## src/rtl/beamformer_pkg.sv

```systemverilog
// Shared state encoding and width helpers for the delay-and-sum slice engine.
package beamformer_pkg;

  typedef enum logic [1:0] {
    S_IDLE  = 2'd0,
    S_RUN   = 2'd1,
    S_WRITE = 2'd2,
    S_DONE  = 2'd3
  } state_t;

  // Sum of n signed sw-bit slices never overflows sw + clog2(n) bits.
  function automatic int sum_width(input int sw, input int nch);
    return sw + $clog2(nch);
  endfunction

  function automatic int idx_width(input int n);
    return (n > 1) ? $clog2(n) : 1;
  endfunction

endpackage

```

## src/rtl/delay_table.sv

```systemverilog
// Per-channel delay registers with a single write port and a combinational read mux.
module delay_table
  import beamformer_pkg::*;
#(
  parameter int NCH = 3,
  parameter int DW  = 6
) (
  input  logic                      clk,
  input  logic                      rst,
  input  logic                      wr_en,
  input  logic [idx_width(NCH)-1:0] wr_ch,
  input  logic [DW-1:0]             wr_val,
  input  logic [idx_width(NCH)-1:0] rd_ch,
  output logic [DW-1:0]             rd_val
);
  localparam int CW = idx_width(NCH);

  logic [DW-1:0] tbl_q [NCH];

  always_ff @(posedge clk or posedge rst) begin
    if (rst) begin
      for (int c = 0; c < NCH; c++) tbl_q[c] <= '0;
    end else if (wr_en) begin
      for (int c = 0; c < NCH; c++) begin
        if (wr_ch == CW'(c)) tbl_q[c] <= wr_val;
      end
    end
  end

  always_comb begin
    rd_val = '0;
    for (int c = 0; c < NCH; c++) begin
      if (rd_ch == CW'(c)) rd_val = tbl_q[c];
    end
  end

endmodule

```

## src/rtl/slice_delay_sum.sv

```systemverilog
// Delay-and-sum over NCH packed slices: one read per channel per sample, then one
// output write. Each sample takes NCH+2 cycles (NCH+1 RUN slots plus WRITE).
module slice_delay_sum
  import beamformer_pkg::*;
#(
  parameter int NCH = 3,
  parameter int SW  = 32,
  parameter int AW  = 11,
  parameter int OAW = 10,
  parameter int DW  = 6
) (
  input  logic                         clk,
  input  logic                         rst,
  input  logic                         start,
  input  logic                         abort,
  input  logic [AW-1:0]                num_samples,
  input  logic                         dly_wr_en,
  input  logic [idx_width(NCH)-1:0]    dly_wr_ch,
  input  logic [DW-1:0]                dly_wr_val,
  output logic [AW-1:0]                ram_addr,
  output logic                         ram_rden,
  input  logic [NCH*SW-1:0]            ram_q,
  output logic [OAW-1:0]               out_addr,
  output logic [sum_width(SW,NCH)-1:0] out_data,
  output logic                         out_wren,
  output logic                         busy,
  output logic                         done
);
  localparam int CW = idx_width(NCH);
  localparam int OW = sum_width(SW, NCH);
  localparam int TW = idx_width(NCH + 1);
  localparam int XW = AW + DW;

  state_t               state_q, state_d;
  logic [AW-1:0]        num_q, num_d;
  logic [AW-1:0]        n_q, n_d;
  logic [TW-1:0]        slot_q, slot_d;
  logic signed [OW-1:0] acc_q, acc_d;
  logic                 rvalid_q, rvalid_d;

  logic [DW-1:0] rd_dly;
  logic [XW-1:0] n_ext, d_ext;
  logic [SW-1:0] slice;
  logic          issue, last;

  delay_table #(.NCH(NCH), .DW(DW)) u_delay_table (
    .clk    (clk),
    .rst    (rst),
    .wr_en  (dly_wr_en && (state_q == S_IDLE)),
    .wr_ch  (dly_wr_ch),
    .wr_val (dly_wr_val),
    .rd_ch  (CW'(slot_q)),
    .rd_val (rd_dly)
  );

  assign n_ext = XW'(n_q);
  assign d_ext = XW'(rd_dly);
  assign issue = (state_q == S_RUN) && (slot_q < TW'(NCH));
  assign last  = ((AW+1)'(n_q) + (AW+1)'(1)) == (AW+1)'(num_q);

  // Data returned in slot s belongs to the channel read in slot s-1.
  always_comb begin
    slice = '0;
    for (int c = 0; c < NCH; c++) begin
      if (slot_q == TW'(c + 1)) slice = ram_q[c*SW +: SW];
    end
  end

  always_ff @(posedge clk or posedge rst) begin
    if (rst) begin
      state_q  <= S_IDLE;
      num_q    <= '0;
      n_q      <= '0;
      slot_q   <= '0;
      acc_q    <= '0;
      rvalid_q <= 1'b0;
    end else begin
      state_q  <= state_d;
      num_q    <= num_d;
      n_q      <= n_d;
      slot_q   <= slot_d;
      acc_q    <= acc_d;
      rvalid_q <= rvalid_d;
    end
  end

  always_comb begin
    state_d  = state_q;
    num_d    = num_q;
    n_d      = n_q;
    slot_d   = slot_q;
    acc_d    = acc_q;
    ram_addr = '0;
    ram_rden = 1'b0;
    out_addr = '0;
    out_data = '0;
    out_wren = 1'b0;
    busy     = 1'b0;
    done     = 1'b0;

    // Taps reaching before sample 0 read nothing and contribute zero.
    if (issue && (n_ext >= d_ext)) begin
      ram_rden = 1'b1;
      ram_addr = AW'(n_ext - d_ext);
    end
    rvalid_d = ram_rden;

    unique case (state_q)
      S_IDLE: begin
        if (start) begin
          num_d   = num_samples;
          n_d     = '0;
          slot_d  = '0;
          state_d = (num_samples == '0) ? S_DONE : S_RUN;
        end
      end
      S_RUN: begin
        busy = 1'b1;
        if (slot_q == '0)  acc_d = '0;
        else if (rvalid_q) acc_d = acc_q + OW'(signed'(slice));
        if (slot_q == TW'(NCH)) begin
          slot_d  = '0;
          state_d = S_WRITE;
        end else begin
          slot_d = slot_q + TW'(1);
        end
      end
      S_WRITE: begin
        busy     = 1'b1;
        out_wren = 1'b1;
        out_addr = OAW'(n_q);
        out_data = acc_q;
        if (last) begin
          state_d = S_DONE;
        end else begin
          n_d     = n_q + AW'(1);
          state_d = S_RUN;
        end
      end
      S_DONE: begin
        done    = 1'b1;
        state_d = S_IDLE;
      end
      default: state_d = S_IDLE;
    endcase

    if (abort && ((state_q == S_RUN) || (state_q == S_WRITE))) begin
      out_wren = 1'b0;
      slot_d   = '0;
      state_d  = S_IDLE;
    end
  end

endmodule

```

## config.mk

```make
export PLATFORM = sky130hd
export DESIGN_NAME = slice_delay_sum
export DESIGN_NICKNAME = d
export VERILOG_FILES = /design/src/rtl/beamformer_pkg.sv /design/src/rtl/delay_table.sv /design/src/rtl/slice_delay_sum.sv
export SDC_FILE = /design/constraint.sdc
export NUM_CORES = 1
export LEC_CHECK = 0
export ABC_AREA = 1
export CAP_MARGIN = 20
export CORE_MARGIN = 2
export CORE_UTILIZATION = 55
export CTS_CLUSTER_SIZE = 40
export DETAILED_ROUTE_END_ITERATION = 7
export PLACE_DENSITY_LB_ADDON = 0.12
export SLEW_MARGIN = 20
export SYNTH_ARGS = -nofsm -noshare
export SYNTH_HDL_FRONTEND = slang
export SYNTH_HIERARCHICAL = 1
export SYNTH_SLANG_ARGS = --single-unit
export TNS_END_PERCENT = 10
```

## constraint.sdc

```tcl
create_clock -name clk -period 9.8 [get_ports clk]
set_clock_uncertainty 0.1 [all_clocks]
set_input_delay 1.96 -clock clk [delete_from_list [all_inputs] [get_ports clk]]
set_output_delay 1.96 -clock clk [all_outputs]
set_load 0.01 [all_outputs]
```

Word-level counts from Yosys, hierarchy flattened:

Cells that the tools add are included.

* add/subtract/negate cells: 5
* magnitude comparators: 2
* eq/ne operators: 13
* muxes and demuxes: 29
* reduce and logical (&&, ||, !) cells: 21

Operators with widths (number)
* $mux W34: 3
* $mux W32: 3
* $add A34 B32 Y34: 1
* $mux W11: 3
* $pmux W11 S2: 1
* $mux W6: 3
* $mux W2: 8
* $reduce_and A2 Y1: 7
* $add A11 B1 Y12 const B: 1
* $eq A12 B11 Y1: 1
* $add A11 B1 Y11 const B: 1
* $ge A11 B6 Y1: 1
* $logic_not A11 Y1: 1
* $sub A11 B6 Y11: 1
* $eq A2 B2 Y1 const B: 5
* $mux W10: 1
* $pmux W2 S4: 1
* $eq A2 B1 Y1 const B: 3
* $logic_not A2 Y1: 3
* $mux W1: 5
* $logic_and A1 B1 Y1: 4
* $ne A2 B2 Y1 const B: 2
* $pmux W2 S2: 1
* $reduce_bool A2 Y1: 2
* other kinds (8): 8

* bits in registers: 79
* input port bits: 120
* output and inout bits: 59
* word-level logic and storage cells: 79

Logic depth before layout (Yosys ltp):

* word-level depth: 7
* gate-level depth with buffers: 22
* mapped depth without buffers: 20

Cells and area by module:

The synthesis kept the hierarchy.

Modules (own cells, without submodules)
* slice_delay_sum: instances 1, cells an instance 1057, area each 6387.4 um2, sequential area each 1526.5 um2
* delay_table: instances 1, cells an instance 112, area each 919.6 um2, sequential area each 450.4 um2

Worst setup path after synthesis:

OpenSTA, ideal clock, no wires.

* path kind: register to output
* start point: register slot_q[1]
* end point: output port ram_addr[8]
* data arrival time: 2.447 ns
* required time: 7.740 ns
* slack: 5.293 ns
* cell stages (with the launch flop): 19
* buffers on the path: 1
* path through: dfrtp_1 buf_2 nor2_2 nand2_1 nand3_1 ha_1 inv_1 fa_1 nand2_1 nand2_1 nand2_1 nand2_1 nand2_1 nand2_1 a21oi_1 nand2_1 inv_1 nor2_1 nor3_1

* longest elaborated chain between the ends: 7
* elaborated cells between the ends (all ways): 12
* classes of those cells: add/sub: 1; order compare: 2; eq/ne: 2; mux: 4; reduce/logical: 3

Ends and longest elaborated chain
* from (decl): RTL line slice_delay_sum.sv:37 `logic [TW-1:0] slot_q, slot_d;`
* from (signal assigned): RTL line slice_delay_sum.sv:81 `slot_q <= slot_d;`
* $logic_not A2 Y1: RTL line delay_table.sv:33 `if (rd_ch == CW'(c)) rd_val = tbl_q[c];`
* $mux W6 (2 in a row): RTL line delay_table.sv:33
* $mux W6 (*): RTL line delay_table.sv:33
* net rd_dly[0]: RTL line slice_delay_sum.sv:41 `logic [DW-1:0] rd_dly;`
* $ge A11 B6 Y1: RTL line slice_delay_sum.sv:102 `if (issue && (n_ext >= d_ext)) begin`
* $logic_and A1 B1 Y1: RTL line slice_delay_sum.sv:102
* $mux W11 (*): RTL line slice_delay_sum.sv:102
* to (decl): RTL line slice_delay_sum.sv:20 `output logic [AW-1:0] ram_addr,`

Mark *: on every way through the listed nets, which the timed path passes. The rest lies on a longest branch.

Final worst setup path:

Same ends and word-level chain as after synthesis.

==> flow_metrics.env <==
export IMPL_final_weighted_congestion_in_routability_driven_placement=0.981
export IMPL_critPathSlowestCell="sky130_fd_sc_hd__clkdlybuf4s50_1"
export IMPL_mapped_avg_cell_area_um2=6.25
export IMPL_grt_max_degree=65
export IMPL_clock_power_share=0.130
export IMPL_cts_buffers_inserted=9
export IMPL_post_cts_buffers=0
export IMPL_cp_startpoint="slot_q[1]"
export IMPL_total_switching_power_mw=1.24
export IMPL_timing_worst_slew_pin_value_ns=1.00
export IMPL_setup_violations_final=0
export IMPL_firstDrtPassIters=5
export IMPL_postCtsResizedCells=0
export IMPL_layout_core_utilization=0.722
export IMPL_reg2reg_depth=19
export IMPL_die_w_um=119
export IMPL_detailedRoute_firstIterationViolations=539
export IMPL_initial_core_util=0.558
export IMPL_count_of_nets_left_with_antenna_violations_after_detail_routing=0
export IMPL_clk_transition_reported_paths_ns=0.06
export IMPL_min_delay_path_class="reg -> reg"
export IMPL_startpoint_of_the_tightest_hold_check_path="u_delay_table/tbl_q[8]"
export IMPL_final_hold_viol_count=0
export IMPL_synth_ff_latch_count=79
export IMPL_global_route_usage_total=0.308
export IMPL_synth_top_area_share=0.271
export IMPL_critical_path_startpoint_type="flop"
export IMPL_critPathMostFrequentCell="sky130_fd_sc_hd__nand2_1"
export IMPL_routedWlPerCell_um=14.3
export IMPL_synth_top_area_cell="sky130_fd_sc_hd__dfrtp_1"
export IMPL_boundary_pins=179
export IMPL_crit_path_cell_chain="nor2_2 > nand2_1 > nand3_1 > ha_1 > inv_1 > fa_1 > nand2_1 > nand2_1 > nand2_1 > nand2_1 > nand2_1 > nand2_1 > a21oi_1 > nand2_1 > inv_1 > nor2_1 > nor3_1 > clkdlybuf4s50_1"
export IMPL_status="complete, no violations"
export IMPL_cts_path_max_buffers=2
export IMPL_criticalPathCategory="reg -> out"
export IMPL_total_of_max_cap_violations=0
export IMPL_die_height_um=119
export IMPL_vias_in_the_first_global_route=7774
export IMPL_num_fill_cells=1141
export IMPL_detailed_place_hpwl_um=16600
export IMPL_port_buffers=178
export IMPL_final_setup_tns_ns=0
export IMPL_cts_hold_buffers=0
export IMPL_period_share=0.564
export IMPL_power_report_internal_total_mw=1.22
export IMPL_final_max_slew_violation_count=0
export IMPL_maxSlewHeadroom=0.328
export IMPL_synth_warning_count=6
export IMPL_worst_endpoint_arrival_ns=3.47
export IMPL_post_route_cells_drive_above_1_share=0.0316
export IMPL_crit_reg_reg_endpoint="acc_q[16]"
export IMPL_max_vdd_ir_drop_v=0.000142
export IMPL_power_per_cell_area_nw_per_um2=261
export IMPL_totalWireLength_um=21600
export IMPL_synthTopCellsByArea="sky130_fd_sc_hd__dfrtp_1 (27%), sky130_fd_sc_hd__nand2_1 (19%), sky130_fd_sc_hd__ha_1 (8.2%), sky130_fd_sc_hd__inv_1 (7.9%), sky130_fd_sc_hd__a21oi_1 (5.9%)"
export IMPL_via_per_inst=5.44
export IMPL_crit_end="ram_addr[8]"
export IMPL_total_core_area_um2=13100
export IMPL_root_buffer_selected_by_cts="sky130_fd_sc_hd__clkbuf_16"
export IMPL_route_detailed_drc=0
export IMPL_synth_cell_area_um2=7310
export IMPL_critical_path_endpoint_type="output pin"
export IMPL_detailroute_via_count=8177
export IMPL_number_of_standard_cells_after_synthesis=1169
export IMPL_syn_nets=1339
export IMPL_cts_tree="yes"
export IMPL_std_cell_rows=42
export IMPL_clock_sink_count=79
export IMPL_synthToLayoutAreaGrowth_pct=29.2
export IMPL_seq_power_share=0.234
export IMPL_maximum_net_fanout_on_the_critical_path=12
export IMPL_multiInputGateArea_um2=4580
export IMPL_h_tree_depth=3
export IMPL_worst_path_largest_cell_delay_ns=0.55
export IMPL_critical_path_required_ns=7.74
export IMPL_fin_nets=1493
export IMPL_die_area_um2=14200
export IMPL_power_leakage_nw=4.90
export IMPL_grt_antenna_before_repair=0
export IMPL_r2r_start="slot_q[0]"
export IMPL_register_area_um2=1980
export IMPL_unrepaired_setup_endpoints_after_global_routing="false"
export IMPL_setup_reg_to_reg_worst_slack_ns=5.09
export IMPL_finalCriticalPeriod_ns=5.53
export IMPL_clock_latency_ns=0.35
export IMPL_globalRouteOverflowTotal=0
export IMPL_combinational_power_share=0.636
export IMPL_diodes=0
export IMPL_grt_pass1_wl_um=35700
export IMPL_maxClockFrequency_mhz=181
export IMPL_power_share_switching=0.502
export IMPL_netlist_cell_type_count=43
export IMPL_yosysSeqAreaShare=0.271
==> Yosys cell counts (all sizes together) <==
library cell and count:
a21o 4, nor3 13, a211oi 1, a31oi 1
a21boi 5, dfrtp 79, clkbuf 24, a21oi 86
a22oi 32, o21a 1, buf 14, nor2 118
xnor2 2, inv 156, a32o 1, nand2b 1
o21ai 54, fa 2, o211ai 1, nand4 33
nand3 85, o31ai 2, nor4 3, nand3b 8
nor3b 2, a22o 2, ha 48, xor2 4
o41ai 1, or2 6, nand2 374, o21bai 6
==> metal layers <==
metal	vias to the layer above	track usage	routed length [µm]
li1	4117	-	-
met1	3755	0.362	9020
met5	-	0	0
met2	254	0.559	10900
met3	51	0.0479	1010
met4	0	0.125	660
==> worst min-delay path by stage <==
| stage | cells after the start | to |
|---|---|---|
| after global routing | 2 | u_delay_table/tbl_q[8] |
| final | 2 | u_delay_table/tbl_q[8] |
| after global placement | 2 | u_delay_table/tbl_q[6] |
| after CTS | 2 | u_delay_table/tbl_q[8] |
| after floorplan | 2 | u_delay_table/tbl_q[12] |
| after detailed placement | 2 | u_delay_table/tbl_q[8] |
==> registers in the layout, indices dropped and copies added (netlist names) <==
signal,cells
n_q,11
acc_q,34
state_q,2
rvalid_q,1
u_delay_table/tbl_q,18
num_q,11
slot_q,2
==> stage by stage <==
step	hold slack, ns	setup WS [ns]	area (µm²)	std cells	total power, mW
after detailed placement	0.367	4.49	9170	1488	2.13
after global routing	0.394	3.85	9440	1504	2.70
after floorplan	0.342	5.29	7310	1169	1.68
final	0.377	4.27	9440	1504	2.46
after CTS	0.382	4.25	9440	1504	2.45
after global placement	0.359	4.52	9170	1488	2.09
==> placed cells by master, fill, tap and decap left out, drive strengths merged, types with 3 or more instances in the layout <==
cell type / count
xor2: 4
buf: 3
o21ai: 54
nand3: 85
nand4: 33
clkinv: 4
a22oi: 32
dfrtp: 79
nor3: 13
a21oi: 86
a21boi: 5
nor4: 3
ha: 48
nor2: 118
clkdlybuf4s50: 178
inv: 156
nand2: 374
nand3b: 8
clkbuf: 10
or2: 6
o21bai: 6
a21o: 4
==> critical path: cells and delay by family, from the launching register on <==
family | cells | cell delay, ns
compound gates | 1 | 0.25
fa+ha+maj | 2 | 0.53
flops | 1 | 0.51
buf+inv | 3 | 0.67
simple gates | 12 | 1.14
==> area by class of cell <==
type,count,area share
multi-input cells,896,0.485
flip-flops and latches,79,0.209
repair buffers,181,0.191
inverters,156,0.0620
clock buffers,10,0.0243
well taps,176,0.0233
clock inverters,6,0.00490
==> kinds of logic (layout without fill, tap and decap cells) <==
family,Yosys count,count (layout),share of synthesized area
xor+xnor,6,6,0.00719
compound gates,197,197,0.156
flops,79,79,0.271
simple gates,643,643,0.374
fa+ha+maj,50,50,0.0877
buf+inv,194,353,0.105
==> power groups by stage <==
stage	Sequential [mW]	Clock [mW]	Combinational, mW
4_1_cts	0.574	0.323	1.56
2_1_floorplan	0.533	0	1.14
5_1_grt	0.593	0.336	1.77
6_report	0.576	0.320	1.56
3_5_place_dp	0.578	0	1.55
3_3_place_gp	0.574	0	1.51
Power figures use the tool's default switching activity.
